--- src/rtl/mesh_router_xy.sv ---
// 5-port XY mesh router: input FIFOs, per-output round-robin arbiters, 1-entry output registers.
// Optional NOC_STATS_EN adds stat_fwd, one saturating forward counter per output port.
module mesh_router_xy #(
  parameter int FLIT_W     = 34,
  parameter int MESH_X     = 2,
  parameter int MESH_Y     = 2,
  parameter int X_ID       = 0,
  parameter int Y_ID       = 0,
  parameter int FIFO_DEPTH = 4
) (
  input  logic                clk,
  input  logic                rst,
  input  logic [5*FLIT_W-1:0] in_flit,
  input  logic [4:0]          in_valid,
  output logic [4:0]          in_ready,
  output logic [5*FLIT_W-1:0] out_flit,
  output logic [4:0]          out_valid,
  input  logic [4:0]          out_ready,
  output logic                route_err
`ifdef NOC_STATS_EN
  ,
  output logic [5*16-1:0]     stat_fwd
`endif
);

  localparam int XW = ($clog2(MESH_X) > 1) ? $clog2(MESH_X) : 1;
  localparam int YW = ($clog2(MESH_Y) > 1) ? $clog2(MESH_Y) : 1;
  localparam int PW = $clog2(FIFO_DEPTH);
  localparam int CW = PW + 1;

  typedef enum logic [2:0] {
    P_L = 3'd0,
    P_N = 3'd1,
    P_S = 3'd2,
    P_E = 3'd3,
    P_W = 3'd4
  } port_e;

  logic [FLIT_W-1:0] mem_q  [5][FIFO_DEPTH];
  logic [PW-1:0]     wptr_q [5];
  logic [PW-1:0]     rptr_q [5];
  logic [CW-1:0]     cnt_q  [5];
  logic [2:0]        ptr_q  [5];
  logic [FLIT_W-1:0] out_flit_q [5];
  logic [4:0]        out_valid_q;
  logic              err_q;

  logic [FLIT_W-1:0] head [5];
  logic [XW-1:0]     dx   [5];
  logic [YW-1:0]     dy   [5];
  port_e             route [5];
  logic [4:0]        hv, oor, push, pop;
  logic [4:0]        gnt_valid;
  logic [2:0]        gnt_idx [5];
  logic [3:0]        sum;
  logic [2:0]        cand;

  always_comb begin
    for (int unsigned i = 0; i < 5; i++) begin
      head[i]     = mem_q[i][rptr_q[i]];
      dx[i]       = head[i][FLIT_W-1 -: XW];
      dy[i]       = head[i][FLIT_W-1-XW -: YW];
      hv[i]       = (cnt_q[i] != '0);
      in_ready[i] = rst && (cnt_q[i] != CW'(FIFO_DEPTH));
      push[i]     = in_valid[i] && in_ready[i];
      oor[i]      = (int'(dx[i]) >= MESH_X) || (int'(dy[i]) >= MESH_Y);
      if (oor[i])                    route[i] = P_L;
      else if (int'(dx[i]) > X_ID)   route[i] = P_E;
      else if (int'(dx[i]) < X_ID)   route[i] = P_W;
      else if (int'(dy[i]) > Y_ID)   route[i] = P_S;
      else if (int'(dy[i]) < Y_ID)   route[i] = P_N;
      else                           route[i] = P_L;
    end
  end

  // Each head routes to exactly one output, so an input never wins two outputs at once.
  always_comb begin
    gnt_valid = '0;
    pop       = '0;
    sum       = '0;
    cand      = '0;
    for (int unsigned o = 0; o < 5; o++) begin
      gnt_idx[o] = '0;
      if (!out_valid_q[o] || out_ready[o]) begin
        for (int unsigned k = 1; k <= 5; k++) begin
          sum  = {1'b0, ptr_q[o]} + 4'(k);
          cand = (sum >= 4'd5) ? 3'(sum - 4'd5) : sum[2:0];
          if (!gnt_valid[o] && hv[cand] && (route[cand] == port_e'(o))) begin
            gnt_valid[o] = 1'b1;
            gnt_idx[o]   = cand;
          end
        end
      end
      if (gnt_valid[o]) pop[gnt_idx[o]] = 1'b1;
    end
  end

  always_ff @(posedge clk) begin
    if (!rst) begin
      for (int unsigned i = 0; i < 5; i++) begin
        wptr_q[i]     <= '0;
        rptr_q[i]     <= '0;
        cnt_q[i]      <= '0;
        ptr_q[i]      <= 3'd4;
        out_flit_q[i] <= '0;
      end
      out_valid_q <= '0;
      err_q       <= 1'b0;
    end else begin
      for (int unsigned i = 0; i < 5; i++) begin
        if (push[i]) begin
          mem_q[i][wptr_q[i]] <= in_flit[i*FLIT_W +: FLIT_W];
          wptr_q[i]           <= wptr_q[i] + PW'(1);
        end
        if (pop[i]) rptr_q[i] <= rptr_q[i] + PW'(1);
        cnt_q[i] <= cnt_q[i] + CW'(push[i]) - CW'(pop[i]);
      end
      for (int unsigned o = 0; o < 5; o++) begin
        if (gnt_valid[o]) begin
          out_flit_q[o]  <= head[gnt_idx[o]];
          out_valid_q[o] <= 1'b1;
          ptr_q[o]       <= gnt_idx[o];
        end else if (out_ready[o]) begin
          out_valid_q[o] <= 1'b0;
        end
      end
      err_q <= gnt_valid[0] && oor[gnt_idx[0]];
    end
  end

  always_comb begin
    out_flit = '0;
    for (int unsigned o = 0; o < 5; o++) out_flit[o*FLIT_W +: FLIT_W] = out_flit_q[o];
  end

  assign out_valid = out_valid_q;
  assign route_err = err_q;

`ifdef NOC_STATS_EN
  logic [4:0][15:0] stat_q;

  always_ff @(posedge clk) begin
    if (!rst) begin
      stat_q <= '0;
    end else begin
      for (int unsigned o = 0; o < 5; o++) begin
        if (out_valid_q[o] && out_ready[o] && (stat_q[o] != 16'hFFFF))
          stat_q[o] <= stat_q[o] + 16'd1;
      end
    end
  end

  assign stat_fwd = stat_q;
`endif

endmodule

--- config.mk ---
export PLATFORM = sky130hd
export DESIGN_NAME = mesh_router_xy
export DESIGN_NICKNAME = d
export VERILOG_FILES = /design/src/rtl/mesh_router_xy.sv
export SDC_FILE = /design/constraint.sdc
export NUM_CORES = 1
export LEC_CHECK = 0
export ABC_CLOCK_PERIOD_IN_PS = 7200
export BUFFER_PORTS_ARGS = -buffer_cell sky130_fd_sc_hd__buf_2
export CAP_MARGIN = 20
export CORE_ASPECT_RATIO = 0.9
export CORE_MARGIN = 2
export CORE_UTILIZATION = 40
export CTS_CLUSTER_DIAMETER = 100
export DETAILED_ROUTE_END_ITERATION = 7
export PLACE_DENSITY = 0.65
export SLEW_MARGIN = 15
export SYNTH_ARGS = -nofsm -noshare
export SYNTH_HDL_FRONTEND = slang
export SYNTH_SLANG_ARGS = --single-unit
--- constraint.sdc ---
create_clock -name clk -period 7.2 [get_ports clk]
set_clock_uncertainty 0.15 [all_clocks]
set_input_delay 1.44 -clock clk [delete_from_list [all_inputs] [get_ports clk]]
set_output_delay 1.44 -clock clk [all_outputs]
set_load 0.01 [all_outputs]
==> impl_metrics.env <==
export IMPL_drtPass1Iterations=8
export IMPL_min_period_over_period_pct=86.62
export IMPL_numCtsBuffers=92
export IMPL_worstSetupStartpointType="flip-flop"
export IMPL_die_x_um=341.0
export IMPL_worst_slew_pin_slew_ns=1.224
export IMPL_synth_cell_types=93
export IMPL_crit_path_max_fanout=40
export IMPL_synth_top_cell_area_share_pct=64.56
export IMPL_end_kind="flip-flop"
export IMPL_via_per_inst=5.782
export IMPL_clock_sinks=898
export IMPL_clkTransAtPathRegs_ns=0.06
export IMPL_cp_required_ns=7.56
export IMPL_ys_seq_area_share_pct=65.49
export IMPL_path_cells="clkinv_1, ha_1, ha_1, a21oi_1, mux2i_1, nor3_1, o221ai_1, nor4b_4, and2_1, a221oi_4, nor2_4, buf_4, inv_1, o211ai_1, ha_1, inv_1, ha_1, fa_1, xnor2_1, nor2_1"
export IMPL_setup_violations_final=0
export IMPL_slew_headroom_pct=18.21
export IMPL_antenna_left=0
export IMPL_fmax_mhz=160.4
export IMPL_synth_main_ff_cell="edfxtp_1"
export IMPL_grt_ovfl_total=0
export IMPL_synth_edf_count=879
export IMPL_pre_cts_slack_ns=1.114
export IMPL_clock_latency_ns=0.69
export IMPL_drc=0
export IMPL_grt_max_degree=101
export IMPL_cts_tree="yes"
export IMPL_port_buffers=359
export IMPL_grt_pass1_wl_um=169500
export IMPL_drv_cap=0
export IMPL_initial_core_util_pct=40.27
export IMPL_wirelength_um=118200
export IMPL_syn_area_um2=40890
export IMPL_core_area_um2=101500
export IMPL_synth_simple_gate_area_share_pct=7.378
export IMPL_layout_setup_ws_ns=0.9637
export IMPL_syn_area_per_cell_um2=15.05
export IMPL_drive_gt1_share_pct=24.89
export IMPL_yosysTopAreaCell="edfxtp_1"
export IMPL_syn_instance_count=2716
export IMPL_hold_start="out_valid[1]$_SDFFE_PN0P_"
export IMPL_die_height_um=307.3
export IMPL_area_growth_pct=15.52
export IMPL_ys_seq_elements=898
export IMPL_cp_common_cell="ha_1"
export IMPL_synth_area_leaders="edfxtp_1, mux4_2, mux2i_1"
export IMPL_ys_async_sr_fraction_pct=0
export IMPL_criticalPathCategory="reg2reg"
export IMPL_yosysWarningCount=0
export IMPL_grtUsageTotal_pct=22.12
export IMPL_htree_levels=3
export IMPL_synthAdderAreaFrac_pct=2.228
export IMPL_dpl_hpwl_um=81780
export IMPL_synth_top_family_by_area="multiplexers"
export IMPL_routedWlPerCell_um=26.34
export IMPL_status="complete, no violations"
export IMPL_finalHoldViolCount=0
export IMPL_io_pin_count=363
export IMPL_synth_xor_area_share_pct=0.5355
export IMPL_cts_root_buf="clkbuf_16"
export IMPL_die_area_um2=104800
export IMPL_rows=111
export IMPL_fin_crit_ns=6.236
export IMPL_synth_area_mux_share_pct=11.01
export IMPL_synth_compound_area_share_pct=10.66
export IMPL_worstSetupStartpoint="ptr_q[0][9]$_SDFFCE_PP0P_"
export IMPL_cts_resized=0
export IMPL_vias=25955
export IMPL_whs_ns=0.3159
export IMPL_gp_congestion=0.9199
export IMPL_rrSetupSlack_ns=0.96
export IMPL_slew_violations=0
export IMPL_timing_rr_start="ptr_q[0][9]$_SDFFCE_PP0P_"
export IMPL_worstPathArrival_ns=6.60
export IMPL_grt_pass1_vias=24737
export IMPL_grt_setup_unrepaired="no"
export IMPL_setup_tns_final_ns=0
export IMPL_cpPeakStageDelay_ns=0.74
export IMPL_drtIter0Drc=3006
export IMPL_cp_slowest_cell="edfxtp_1"
export IMPL_post_cts_setup_buffers=0
export IMPL_nets=3299
export IMPL_min_path_type="reg2reg"
export IMPL_cts_hold_buf=0
export IMPL_clock_path_buffers=3
export IMPL_grt_antenna_before_repair=36
-- Yosys cell counts, drive strengths merged, types with 9 or more instances --
| library cell | instances |
|---|---|
| a221oi | 42 |
| ha | 60 |
| a21boi | 34 |
| o21ai | 120 |
| nor3 | 28 |
| inv | 90 |
| mux4 | 145 |
| a22oi | 37 |
| edfxtp | 879 |
| a311oi | 35 |
| o31ai | 37 |
| buf | 64 |
| dfxtp | 19 |
| or3 | 12 |
| mux2 | 35 |
| a21o | 11 |
| xnor2 | 20 |
| nor2 | 119 |
| a21oi | 92 |
| a211oi | 11 |
| o211ai | 42 |
| nand2 | 121 |
| and2 | 88 |
| a31oi | 46 |
| mux2i | 84 |
| nand3 | 46 |
| nor2b | 65 |
| o21a | 9 |
| and3 | 27 |
| o211a | 35 |
| nand2b | 30 |
| clkbuf | 113 |
-- state kept, by name, summed over array words and instances (netlist names) --
name and cells:
rptr_q 10, out_flit_q 170, cnt_q 15, wptr_q 10
mem_q 680, out_valid 4, ptr_q 9
-- layout by cell type (no fill, tap or decap), drive strengths merged, types with 7 or more instances in the layout --
cell type and instances:
clkbuf 105, o21ai 120, inv 97, nand2b 30, diode 7, ha 60
bufinv 11, a211oi 11, or3 12, o31ai 37, nand3 46, nor2b 65
mux2i 84, fa 8, a22oi 37, o211a 35, dfxtp 19, nand2 121
nor3 28, and2 88, and3 27, a21boi 34, mux4 145, xnor2 20
a221oi 42, clkinv 48, nor2 119, mux2 35, a311oi 35, or2 8
edfxtp 879, a21oi 92, o21a 9, o211ai 42, a21o 11, buf 415
a31oi 46
-- metrics by stage --
| stage | util, % | area [um^2] | std cells |
|---|---|---|---|
| finish | 46.53 | 47240 | 4489 |
| detailed placement | 43.49 | 44150 | 4310 |
| floorplan | - | 40890 | 2717 |
| global placement | 43.49 | 44150 | 4310 |
| CTS | 46.48 | 47190 | 4481 |
| global route | 46.51 | 47220 | 4484 |
-- routing by layer --
metal  track usage, %  vias to the layer above  share of wire (%)
met5                0                        -              0.058
met4            8.688                       12                4.3
met3            6.358                      280                9.6
met2            36.16                     1291                 48
met1            27.81                    12946                 38
li1                 -                    11426                  -
-- worst max-delay path: cells and delay by family, from the launching register on --
kind                     cells  cell delay, ns
XOR/XNOR                     1            0.17
adder cells (fa/ha/maj)      5            1.56
AO/OA/AOI/OAI                4            0.91
flip-flops                   1            0.74
buffers and inverters        4            1.09
multiplexers                 1            0.12
AND/OR/NAND/NOR              5            1.29
-- area by class of cell --
| cell class | instances | area, um^2 |
|---|---|---|
| clock buffer | 105 | 2351 |
| inverter | 93 | 349.1 |
| timing repair buffer | 415 | 2242 |
| multi-input combinational | 1549 | 13110 |
| tap | 1356 | 1697 |
| sequential | 898 | 26780 |
| antenna | 7 | 17.52 |
| clock inverter | 66 | 689.4 |
| fill | 8808 | 54290 |
-- cell families after synthesis --
family,Yosys count
AOI/OAI and AO/OA,611
DFF,898
buffers and inverters,270
muxes,264
xor gates and xnor gates,25
and+or+nand+nor,579
adders and majority gates,68
other,1
-- final timing paths --
path | endpoint | depth (start not counted)
worst max-delay path | cnt_q[0][5]$_SDFF_PN0_ | 20
worst min-delay path | out_valid[1]$_SDFFE_PN0P_ | 1
worst min register to register | out_valid[1]$_SDFFE_PN0P_ | 1
worst max register to register | cnt_q[0][5]$_SDFF_PN0_ | 20
Power is not shown: default switching activity piles up to over one toggle a cycle in this logic, so the estimate is an artifact.
